==> src/rtl/srt_div_iter.sv <==
// Iterative radix-4 unsigned divider core.
// Owns the partial remainder W, the dividend shift register X and the
// quotient accumulator Q, and retires one 2-bit quotient digit per clock.
// Operands and results move over valid/ready handshakes.
module srt_div_iter #(
    parameter int N    = 24,
    parameter int ITER = N / 2,
    parameter int RW   = N + 2
) (
    input  logic         clk,
    input  logic         rst,
    input  logic         in_valid,
    output logic         in_ready,
    input  logic [N-1:0] dividend,
    input  logic [N-1:0] divisor,
    output logic         out_valid,
    input  logic         out_ready,
    output logic [N-1:0] quotient,
    output logic [N-1:0] remainder,
    output logic         div_by_zero
);

    localparam int CW = $clog2(ITER + 1);
    localparam logic [CW-1:0] LAST_ITER = CW'(ITER - 1);

    typedef enum logic [1:0] {
        S_IDLE = 2'd0,
        S_RUN  = 2'd1,
        S_DONE = 2'd2
    } state_t;

    state_t          state_q;
    logic [N-1:0]    d_q;
    logic [N-1:0]    x_q;
    logic [RW-1:0]   w_q;
    logic [N-1:0]    q_q;
    logic [CW-1:0]   cnt_q;
    logic            dbz_q;
    logic [N-1:0]    quo_q;
    logic [N-1:0]    rem_q;

    logic [RW-1:0]   w4_s;
    logic [RW:0]     w4_e_s;
    logic [RW:0]     d1_s;
    logic [RW:0]     d2_s;
    logic [RW:0]     d3_s;
    logic [1:0]      digit_s;
    logic [RW-1:0]   sub_s;
    logic [RW-1:0]   w_d;
    logic [N-1:0]    q_d;

    // Digit-selection ladder: shift in two dividend bits, pick the largest
    // multiple of D not exceeding W4 (compared one bit wider so 3D fits).
    always_comb begin
        w4_s    = (w_q << 2) | {{(RW-2){1'b0}}, x_q[N-1:N-2]};
        w4_e_s  = {1'b0, w4_s};
        d1_s    = {{(RW+1-N){1'b0}}, d_q};
        d2_s    = d1_s << 1;
        d3_s    = d1_s + d2_s;
        digit_s = 2'd0;
        sub_s   = '0;
        if (w4_e_s >= d3_s) begin
            digit_s = 2'd3;
            sub_s   = d3_s[RW-1:0];
        end else if (w4_e_s >= d2_s) begin
            digit_s = 2'd2;
            sub_s   = d2_s[RW-1:0];
        end else if (w4_e_s >= d1_s) begin
            digit_s = 2'd1;
            sub_s   = d1_s[RW-1:0];
        end else begin
            digit_s = 2'd0;
            sub_s   = '0;
        end
        w_d = w4_s - sub_s;
        q_d = (q_q << 2) | {{(N-2){1'b0}}, digit_s};
    end

    // Control FSM plus datapath registers; results are captured on DONE entry.
    // A zero divisor spends one cycle in RUN so its result appears one cycle
    // after acceptance, without touching the iteration datapath.
    always_ff @(posedge clk or posedge rst) begin
        if (rst) begin
            state_q <= S_IDLE;
            d_q     <= '0;
            x_q     <= '0;
            w_q     <= '0;
            q_q     <= '0;
            cnt_q   <= '0;
            dbz_q   <= 1'b0;
            quo_q   <= '0;
            rem_q   <= '0;
        end else begin
            case (state_q)
                S_IDLE: begin
                    if (in_valid) begin
                        d_q     <= divisor;
                        x_q     <= dividend;
                        w_q     <= '0;
                        q_q     <= '0;
                        cnt_q   <= '0;
                        dbz_q   <= (divisor == '0);
                        state_q <= S_RUN;
                    end else begin
                        state_q <= S_IDLE;
                    end
                end
                S_RUN: begin
                    if (dbz_q) begin
                        quo_q   <= '1;
                        rem_q   <= x_q;
                        state_q <= S_DONE;
                    end else begin
                        w_q   <= w_d;
                        x_q   <= x_q << 2;
                        q_q   <= q_d;
                        cnt_q <= cnt_q + CW'(1);
                        if (cnt_q == LAST_ITER) begin
                            quo_q   <= q_d;
                            rem_q   <= w_d[N-1:0];
                            state_q <= S_DONE;
                        end else begin
                            state_q <= S_RUN;
                        end
                    end
                end
                S_DONE: begin
                    if (out_ready) begin
                        state_q <= S_IDLE;
                    end else begin
                        state_q <= S_DONE;
                    end
                end
                default: begin
                    state_q <= S_IDLE;
                end
            endcase
        end
    end

    assign in_ready    = (state_q == S_IDLE);
    assign out_valid   = (state_q == S_DONE);
    assign quotient    = quo_q;
    assign remainder   = rem_q;
    assign div_by_zero = dbz_q;

endmodule

==> config.mk <==
export PLATFORM = sky130hd
export DESIGN_NAME = srt_div_iter
export DESIGN_NICKNAME = d
export VERILOG_FILES = /design/src/rtl/srt_div_iter.sv
export SDC_FILE = /design/constraint.sdc
export NUM_CORES = 1
export LEC_CHECK = 0
export CORE_ASPECT_RATIO = 1.5
export CORE_MARGIN = 4
export CORE_UTILIZATION = 60
export DETAILED_ROUTE_END_ITERATION = 7
export PLACE_DENSITY_LB_ADDON = 0.08
export SYNTH_ARGS = -nofsm -noshare
export SYNTH_HDL_FRONTEND = slang
export SYNTH_SLANG_ARGS = --single-unit
==> constraint.sdc <==
create_clock -name clk -period 19 [get_ports clk]
set_clock_uncertainty 0.15 [all_clocks]
set_input_delay 3.8 -clock clk [delete_from_list [all_inputs] [get_ports clk]]
set_output_delay 3.8 -clock clk [all_outputs]
set_load 0.005 [all_outputs]
# After elaboration in Yosys (flattened, before gate mapping)
# Cells that the tools add are included.
# totals
out_inout_bits,51
regBits,149
in_bits,52
word_cells,56
# classes
n_eq_ne,5
add_sub_neg,3
bitwise_logic,2
muxes,27
n_lt_le_gt_ge,3
reduce_logical,7
# op_table
operator,n
$mux 24,11
$pmux 24 s2,2
$mux 22,2
$pmux 22 s2,1
$add 24x25->26,1
$ge 26x24->1,1
$ge 26x25->1,1
$ge 26x26->1,1
$or 26x2->26,1
$logic_not 24->1,1
$or 24x2->24,1
$sub 24x24->24,1
$mux 2,5
$mux 4,2
$pmux 4 s2,1
$pmux 2 s3,1
$add 4x1->4 const B,1
$eq 4x4->1 const B,1
$ne 2x2->1 const B,2
$reduce_and 2->1,2
$reduce_bool 2->1,2
$reduce_and 3->1,1
$eq 2x1->1 const B,1
$eq 2x2->1 const B,1
2 further kinds,3

# Longest topological paths before layout
# Gate-level depths: netlist of run 1.
# logic_depth
ltp_word,8
ltp_mapped,31
depth_no_buf,31

# Worst setup path after synthesis of run 1
# No wires, ideal clock.
# synth_timing
path_kind,reg-to-reg
startpoint,register d_q[7]
endpoint,"register rem_q[23], in the netlist remainder[23]"
slack_ps,12775
setup_time_ps,133
path_buffers,1
path_stages_with_launch,30
t_required_ps,18717
period_less_slack_ps,6225
arrival_time_ps,5942
cell_sequence,dfrtp_1 ha_1 a211o_1 or3_1 o21ai_2 nor2b_1 nor2_1 o21bai_1 a21oi_1 xor2_1 ha_1 a21oi_1 o21ai_0 nor3_1 a31oi_1 a2111oi_4 clkinv_1 clkbuf_1 a221oi_1 a21o_1 ha_1 a21oi_1 a2bb2oi_1 a21oi_1 nor4_1 a21o_1 mux2i_1 o2111ai_1 xnor2_1 o31ai_2
# synth_via
elab_chain_cells,7
word_cells_on_any_way,10
cone_classes,add/sub: 2; order compare: 3; mux: 5
# synth_rtl
element,line_no,rtl
start: declaration,33,logic [N-1:0] d_q;
start signal: assignment,97,d_q <= divisor;
"parallel branches: the longest is 3 deep, another holds $add 24x25->26",n/a,
$mux 24 (*),62,if (w4_e_s >= d3_s) begin
$sub 24x24->24 (*),75,w_d = w4_s - sub_s;
$mux 24 (*),118,if (cnt_q == LAST_ITER) begin
$mux 24 (*),109,if (dbz_q) begin
end signal: assignment,111,rem_q <= x_q;
end signal: assignment,120,rem_q <= w_d[N-1:0];
end: declaration,40,logic [N-1:0] rem_q;
# Mark *: on every way between the ends. The select of a mux whose other input is x is not followed.
# A chain may end at the register's enable or synchronous reset.

# Worst setup path in the final report of run 1
# layout_timing
startpoint,register d_q[7]
endpoint,register w_q[22]
# layout_via
elab_chain_cells,7
word_cells_on_any_way,10
cone_classes,add/sub: 2; order compare: 3; mux: 5
# layout_rtl
element,line_no,rtl
"parallel branches: the longest is 3 deep, another holds $add 24x25->26",n/a,
$mux 24 (*),62,
$sub 24x24->24 (*),75,
$mux 24 (*),109,
$pmux 24 s2 (*),94,case (state_q)
end signal: assignment,114,w_q <= w_d;
end: declaration,35,logic [RW-1:0] w_q;
# Marks and branches as above.

==> flow_metrics.tcl, run 1 <==
set metrics [dict create \
    crit_path_top_delay_cell "clkinv_1" \
    start_kind "flip-flop" \
    path_class "reg2reg" \
    clk_latency_ps 430 \
    tritoncts "built" \
    setup-tns-final_ps 0 \
    totalWireLength_um 28300 \
    final_cells 1422 \
    routedWlPerCell_um 19.9 \
    synth_area_leaders "dfrtp_1 (36%), ha_1 (15%), o21ai_0 (6.2%)" \
    cts_num_sinks 149 \
    hold_path.class "reg2reg" \
    cts_setup_buffers 0 \
    wl_met3_um 1680 \
    required_ps 19170 \
    max_cap_violations 0 \
    status "completed" \
    top_layer_used "met4" \
    min_period_over_period 0.438 \
    grt_overflow_total 0 \
    yosys_warnings 0 \
    io_buffer_count 102 \
    grt_pass1_wl_um 46800 \
    max_stage_delay_ps 1070 \
    synthesis.area_mm2 0.0102 \
    drtAntennaViolNets 0 \
    synth_edf_count 0 \
    routed_via_density 6.30 \
    clkTransAtPathRegs_ps 70 \
    synth_top_flop_cell "dfrtp_1" \
    endpoint_kind "flip-flop" \
    hpwl_um 20600 \
    yosysTopAreaCell "dfrtp_1" \
    maxSlewViolCount 0 \
    rows 58 \
    seqCellArea_mm2 0.00373 \
    drt_iter0_markers 596 \
    ys_types 64 \
    whs_ps 316 \
    synthesis.nets 1295 \
    holdBufCountCts 0 \
    synth_cells 1120 \
    slew_headroom 0.231 \
    synth.top_cell.area_share 0.364 \
    area_growth_syn_to_layout_pct 17.5 \
    finalHoldViolCount 0 \
    crit_path_max_fanout 44 \
    antenna_found_initial 0 \
    setup_viol 0 \
    clk_path_buf_depth 2 \
    final_nets 1375 \
    drc 0 \
    start_util 0.611 \
    dr.pass1.iters 5 \
    multiInputGateArea_mm2 0.00618 \
    grt_max_degree 95 \
    postSynthAreaPerCell_um2 9.14 \
    async_reset_ff_frac 1.00 \
    rsz0062_at_grt "no" \
    gp_congestion 0.966 \
    grt_pass1_vias 9391 \
    num_io_pins 103 \
    root_buffer "clkbuf_16" \
    coreArea_mm2 0.0168 \
    met1Wirelength_um 11500 \
    dieArea_mm2 0.0193 \
    drive_gt1_frac 0.0487 \
    die_h_um 168 \
    vias 8955 \
    r2r_slack_ps 10690 \
    cts_max_level 4 \
    synth-seq-cells 149 \
    fin_crit_ps 8310 \
    place_inst 1391 \
    cts_resized 0 \
    clock.fmax_ghz 0.120 \
    nFillCells 1338 \
    antennaDiodeCount 0 \
    met2_length_um 13800 \
    track_usage 0.306 \
    numCtsBuffers 17 \
    worstPathArrival_ps 8480 \
    yosysSeqAreaShare 0.364 \
    die_w_um 115 \
    tightest_slew_ps 1150 \
]
-- worst paths after layout --
kind,startpoint,end,cells after the start
min,quotient[9],quotient[9],2
min in group asynchronous,rst,quotient[20],2
min reg2reg,quotient[9],quotient[9],2
max in group asynchronous,rst,d_q[12],3
max,d_q[7],w_q[22],28
max reg2reg,d_q[7],w_q[22],28
-- sequential cells by signal, summed over array words and instances (netlist names) --
register     count
div_by_zero      1
d_q             24
x_q             24
state_q          2
cnt_q            4
w_q             24
remainder       24
quotient        24
q_q             22
-- logic make-up (layout without fill, tap and decap cells) --
| kind of cell | count (synthesis) | count (layout) | share of synthesized area |
|---|---|---|---|
| and+or+nand+nor | 301 | 301 | 0.135 |
| muxes | 37 | 37 | 0.0363 |
| buffers and inverters | 95 | 187 | 0.0352 |
| DFF | 149 | 149 | 0.364 |
| AOI/OAI and AO/OA | 374 | 374 | 0.243 |
| xor gates and xnor gates | 41 | 41 | 0.0351 |
| adders and majority gates | 123 | 123 | 0.152 |
-- synthesized netlist by cell type, drive strengths merged (10+ instances only) --
master,count
inv,45
xnor2,25
nand2b,10
nor3,11
o21ai,132
nand2,150
a21oi,57
ha,121
nand4,15
a22o,45
a21o,47
nor4,10
clkbuf,39
nor2,56
dfrtp,149
a221oi,21
nand3,13
a31oi,11
xor2,16
mux2i,36
-- worst max-delay path, delay by kind of cell (launching register included) --
family	cells	cell delay, ps
compound gates	17	4300
xor+xnor	1	230
fa+ha+maj	3	890
buf+inv	1	1070
flops	1	430
simple gates	6	1160
-- final cells by class --
| type | count | area share |
|---|---|---|
| clock buffers | 17 | 0.0353 |
| multi-input cells | 876 | 0.513 |
| repair buffers | 109 | 0.0892 |
| flip-flops and latches | 149 | 0.310 |
| inverters | 47 | 0.0151 |
| clock inverters | 14 | 0.0158 |
| well taps | 210 | 0.0218 |
-- through the flow --
stage / util / instance area (um2) / setup WS, ps
final: 0.718 / 12000 / 10690
after global routing: 0.718 / 12000 / 10050
after CTS: 0.718 / 12000 / 10860
after detailed placement: 0.681 / 11400 / 10850
after global placement: 0.681 / 11400 / 11080
after floorplan: - / 10200 / 11040
-- layer usage --
metal / vias up / global-route usage
met5: - / 0
met1: 4286 / 0.372
met3: 81 / 0.0651
met2: 301 / 0.502
met4: 0 / 0.168
li1: 4287 / -
-- cell usage in the layout, fill, tap and decap left out, drive strengths merged, types with 4 or more instances in the layout --
cell type / Yosys / final
nand2: 150 / 150
dfrtp: 149 / 149
o21ai: 132 / 132
ha: 121 / 121
clkdlybuf4s50: 0 / 102
a21oi: 57 / 57
nor2: 56 / 56
inv: 45 / 52
a21o: 47 / 47
a22o: 45 / 45
mux2i: 36 / 36
xnor2: 25 / 25
a221oi: 21 / 21
clkbuf: 39 / 17
xor2: 16 / 16
nand4: 15 / 15
nand3: 13 / 13
nor3: 11 / 11
a31oi: 11 / 11
nor4: 10 / 10
nand2b: 10 / 10
o211ai: 9 / 9
o21bai: 9 / 9
a211oi: 8 / 8
buf: 9 / 7
and2: 7 / 7
nor2b: 6 / 6
o21a: 6 / 6
a2111oi: 6 / 6
or3: 5 / 5
and4: 4 / 4
or2: 4 / 4
clkinv: 2 / 4
Power of run 1 is not shown: default switching activity piles up to over one toggle a cycle in this logic, so the estimate is an artifact.
==> run 2, diff against run 1 <==
--- a/config.mk
+++ b/config.mk
@@ -7,7 +7,7 @@
 export LEC_CHECK = 0
 export CORE_ASPECT_RATIO = 1.5
 export CORE_MARGIN = 4
-export CORE_UTILIZATION = 60
+export CORE_UTILIZATION = 58
 export DETAILED_ROUTE_END_ITERATION = 7
 export PLACE_DENSITY_LB_ADDON = 0.08
 export SYNTH_ARGS = -nofsm -noshare
==> constraint.sdc (replaced) <==
create_clock -name clk -period 7.7 [get_ports clk]
set_clock_uncertainty 0.15 [all_clocks]
set_input_delay 1.54 -clock clk [delete_from_list [all_inputs] [get_ports clk]]
set_output_delay 1.54 -clock clk [all_outputs]
set_load 0.005 [all_outputs]
==> run 2 against run 1 <==
  * Global-route usage down 0.39 points
  * Via count is 0.23% lower
  * Die area increased by 3.2%
  * Cell area up 0.22%
  * Worst setup slack worse by 10000 ps
  * Register-to-register slack worse by 10000 ps
  * Clock-buffer cell count is 1 higher
  * Sequential share of layout area fell by 0.068 points
  * Sequential cell count did not move
  * Core utilization shrank 2.3 points
  * First-iteration DRC count decreased by 15%
==> flow_metrics.tcl, run 2 (same netlist as run 1, synthesis figures left out) <==
set metrics [dict create \
    cts_setup_buffers 0 \
    drt_iter0_markers 509 \
    start_kind "flip-flop" \
    rows 59 \
    top_usage_layer "met2" \
    gp_congestion 0.923 \
    cts_max_level 4 \
    crit_path_max_fanout 39 \
    multiInputGateArea_mm2 0.00617 \
    clkTransAtPathRegs_ps 70 \
    drc 0 \
    grt_max_degree 96 \
    routedWlPerCell_um 20.1 \
    io_buffer_count 102 \
    hold_path.class "reg2reg" \
    maxSlewViolCount 0 \
    clk_latency_ps 430 \
    coreArea_mm2 0.0173 \
    max_stage_delay_ps 470 \
    finalHoldViolCount 0 \
    slew_headroom 0.234 \
    area_growth_syn_to_layout_pct 17.8 \
    antenna_found_initial 0 \
    endpoint_kind "flip-flop" \
    min_period_over_period 0.912 \
    track_usage 0.303 \
    hpwl_um 21300 \
    required_ps 7820 \
    grt_pass1_wl_um 46900 \
    drive_gt1_frac 0.0541 \
    root_buffer "clkbuf_16" \
    final_cell_mix "nand2_1 (150), dfrtp_1 (149), o21ai_0 (126), ha_1 (121), clkdlybuf4s50_1 (102)" \
    setup-tns-final_ps 0 \
    seqCellArea_mm2 0.00373 \
    fin_crit_ps 7030 \
    die_h_um 171 \
    clock.fmax_ghz 0.142 \
    num_io_pins 103 \
    whs_ps 317 \
    status "completed" \
    vias 8934 \
    grt_util_met2 0.512 \
    cts_resized 0 \
    dieArea_mm2 0.0199 \
    routed_via_density 6.24 \
    tightest_slew_ps 1150 \
    cts_num_sinks 149 \
    met3_usage 0.0648 \
    rsz0062_at_grt "no" \
    tritoncts "built" \
    dr.pass1.iters 7 \
    worstPathArrival_ps 7140 \
    path_class "reg2reg" \
    grt_pass1_vias 9176 \
    cp_top_family "compound AO/OA/AOI/OAI gates" \
    numCtsBuffers 17 \
    die_w_um 116 \
    start_util 0.590 \
    setup_viol 0 \
    antennaDiodeCount 0 \
    crit_path_top_delay_cell "dfrtp_1" \
    met1_usage 0.370 \
    final_common_cell "nand2_1" \
    clk_path_buf_depth 2 \
    totalWireLength_um 28800 \
    nFillCells 1364 \
    grt_overflow_total 0 \
    path_buf_inv 2 \
    holdBufCountCts 0 \
    final_nets 1381 \
    drtAntennaViolNets 0 \
    max_cap_violations 0 \
]
## run 2: cell types whose count changed in the layout (fill, tap and decap cells not counted), sizes merged
cell,previous run,this run
buf,7,13
bufinv,3,0
clkbuf,17,18
clkinvlp,2,1
inv,52,56
## run 2: worst paths after layout
path,cells past startpoint,startpoint,endpoint,slack [ps]
max reg2reg,29,d_q[7],remainder[22],670
max in group asynchronous,3,rst,state_q[0],4670
min in group asynchronous,2,rst,quotient[18],1490
min reg2reg,2,quotient[9],quotient[9],320
max,29,d_q[7],remainder[22],670
min,2,quotient[9],quotient[9],320
## run 2: routing by layer
metal | wire length (um) | vias to the layer above | share of wire
li1 | - | 4296 | -
met1 | 11700 | 4308 | 0.41
met2 | 14500 | 264 | 0.50
met3 | 1580 | 66 | 0.055
met4 | 1050 | 0 | 0.036
met5 | 0 | - | 0
## run 2: worst min-delay path, delay by kind of cell, from the launching register on
kind / cells / cell delay, ps
flip-flops: 1 / 340
AND/OR/NAND/NOR: 2 / 100
## run 2: final cells by class
cell class | instances | area share
clock buffers | 18 | 0.0364
clock inverters | 14 | 0.0130
inverters | 47 | 0.0150
multi-input cells | 876 | 0.512
flip-flops and latches | 149 | 0.309
well taps | 213 | 0.0221
repair buffers | 115 | 0.0927
## run 2: through the flow
| step | instance area, um2 | utilization | instances | worst slack, ps |
|---|---|---|---|---|
| after detailed placement | 11500 | 0.661 | 1400 | 549 |
| after floorplan | 10200 | - | 1120 | 1470 |
| after global placement | 11500 | 0.661 | 1400 | 653 |
| final | 12100 | 0.695 | 1432 | 674 |
| after CTS | 12100 | 0.695 | 1432 | 518 |
| after global routing | 12100 | 0.695 | 1432 | 123 |
Power of run 2 is left out for the same reason.
==> run 3, diff against run 2 <==
--- a/config.mk
+++ b/config.mk
@@ -9,7 +9,7 @@
 export CORE_MARGIN = 4
 export CORE_UTILIZATION = 58
 export DETAILED_ROUTE_END_ITERATION = 7
-export PLACE_DENSITY_LB_ADDON = 0.08
+export PLACE_DENSITY_LB_ADDON = 0.05
 export SYNTH_ARGS = -nofsm -noshare
 export SYNTH_HDL_FRONTEND = slang
 export SYNTH_SLANG_ARGS = --single-unit
==> run 3 against run 2 <==
  * Global-route usage down 0.095 points
  * Register-to-register slack worse by 200 ps
  * Critical path depth unchanged
  * Critical endpoint is now remainder[23]
  * Sequential cell count unchanged
  * Cell area about the same
  * Clock-buffer cell count unchanged
  * Final cell count about the same
  * Routed wire length up 1.6%
  * Core utilization up 0.058 points
  * Fmax down 2.8%
  * Critical path type unchanged
  * Worst setup slack worse by 200 ps
  * Via count down 0.46%
==> flow_metrics.tcl, run 3 (same netlist as run 1, synthesis figures left out) <==
set metrics [dict create \
    coreArea_mm2 0.0173 \
    tightest_slew_ps 1120 \
    crit_path_max_fanout 39 \
    endpoint_kind "flip-flop" \
    totalWireLength_um 29300 \
    final_cell_mix "nand2_1 (150), dfrtp_1 (149), o21ai_0 (126), ha_1 (121), clkdlybuf4s50_1 (102)" \
    clock.fmax_ghz 0.138 \
    finalHoldViolCount 0 \
    max_cap_violations 0 \
    start_util 0.590 \
    maxSlewViolCount 0 \
    min_period_over_period 0.939 \
    rows 59 \
    die_w_um 116 \
    crit_top_cell "a21oi_1" \
    setup-tns-final_ps 0 \
    die_h_um 171 \
    max_stage_delay_ps 500 \
    dieArea_mm2 0.0199 \
    gp_congestion 0.966 \
    antennaDiodeCount 0 \
    path_class "reg2reg" \
    drc 0 \
    fin_crit_ps 7230 \
    antenna_found_initial 0 \
    worstPathArrival_ps 7350 \
    status "completed" \
    routedWlPerCell_um 20.4 \
    num_io_pins 103 \
    holdBufCountCts 0 \
    area_growth_syn_to_layout_pct 17.9 \
    clk_latency_ps 420 \
    grt_pass1_vias 9086 \
    path_buf_inv 2 \
    setup_viol 0 \
    hold_path.class "reg2reg" \
    track_usage 0.302 \
    hpwl_um 21300 \
    tritoncts "built" \
    slew_headroom 0.253 \
    cts_num_sinks 149 \
    root_buffer "clkbuf_16" \
    io_buffer_count 102 \
    drtAntennaViolNets 0 \
    rsz0062_at_grt "no" \
    drive_gt1_frac 0.0549 \
    grt_max_degree 77 \
    cts_max_level 4 \
    clkTransAtPathRegs_ps 70 \
    grt_overflow_total 0 \
    required_ps 7820 \
    crit_path_top_delay_cell "a2111oi_4" \
    grt_pass1_wl_um 46500 \
    dr.pass1.iters 7 \
    start_kind "flip-flop" \
    drt_iter0_markers 537 \
    routed_via_density 6.21 \
    final_common_cell "nand2_1" \
    vias 8893 \
    final_nets 1382 \
    numCtsBuffers 17 \
    cp_top_family "compound AO/OA/AOI/OAI gates" \
    clk_path_buf_depth 2 \
]
## run 3: what timing repair did
item / CTS / global route
gates resized for setup: 0 / 2
hold endpoints to repair: 0 / 0
setup buffers: 0 / 1
setup endpoints to repair: 0 / 15
## run 3: per-stage QoR
stage / setup WS (ps) / cells / util / cell area (um2) / hold slack, ps
after floorplan: 1470 / 1120 / - / 10200 / 311
after global placement: 482 / 1400 / 0.661 / 11500 / 302
after detailed placement: 338 / 1400 / 0.661 / 11500 / 304
after CTS: 303 / 1432 / 0.695 / 12100 / 321
after global routing: 44.3 / 1433 / 0.696 / 12100 / 338
final: 470 / 1433 / 0.696 / 12100 / 318
## run 3: worst paths after layout
kind	to	cells after the start	startpoint	slack [ps]
worst max-delay path	remainder[23]	29	d_q[7]	470
worst min-delay path	quotient[3]	2	quotient[3]	320
worst max register to register	remainder[23]	29	d_q[7]	470
worst min register to register	quotient[3]	2	quotient[3]	320
max in group asynchronous	quotient[11]	3	rst	4470
min in group asynchronous	quotient[20]	2	rst	1450
## run 3: layout make-up
cell class	instances	area, um2
fillers	1398	5270
repair buffers	116	1130
clock buffers	18	429
clock inverters	14	161
well taps	213	267
inverters	47	181
flip-flops and latches	149	3730
multi-input cells	876	6180
## run 3: tightest hold or removal path: cells and delay by family (launching register included)
kind / cells / cell delay, ps
simple gates: 2 / 100
flops: 1 / 340
## run 3: routing by layer
metal  up-vias  share of wire  GRT usage
met5         -              0          0
met4         0          0.034      0.117
met3        56          0.052     0.0609
met2       256           0.50      0.512
met1      4272           0.41      0.374
li1       4309              -          -
Power of run 3 is left out for the same reason.
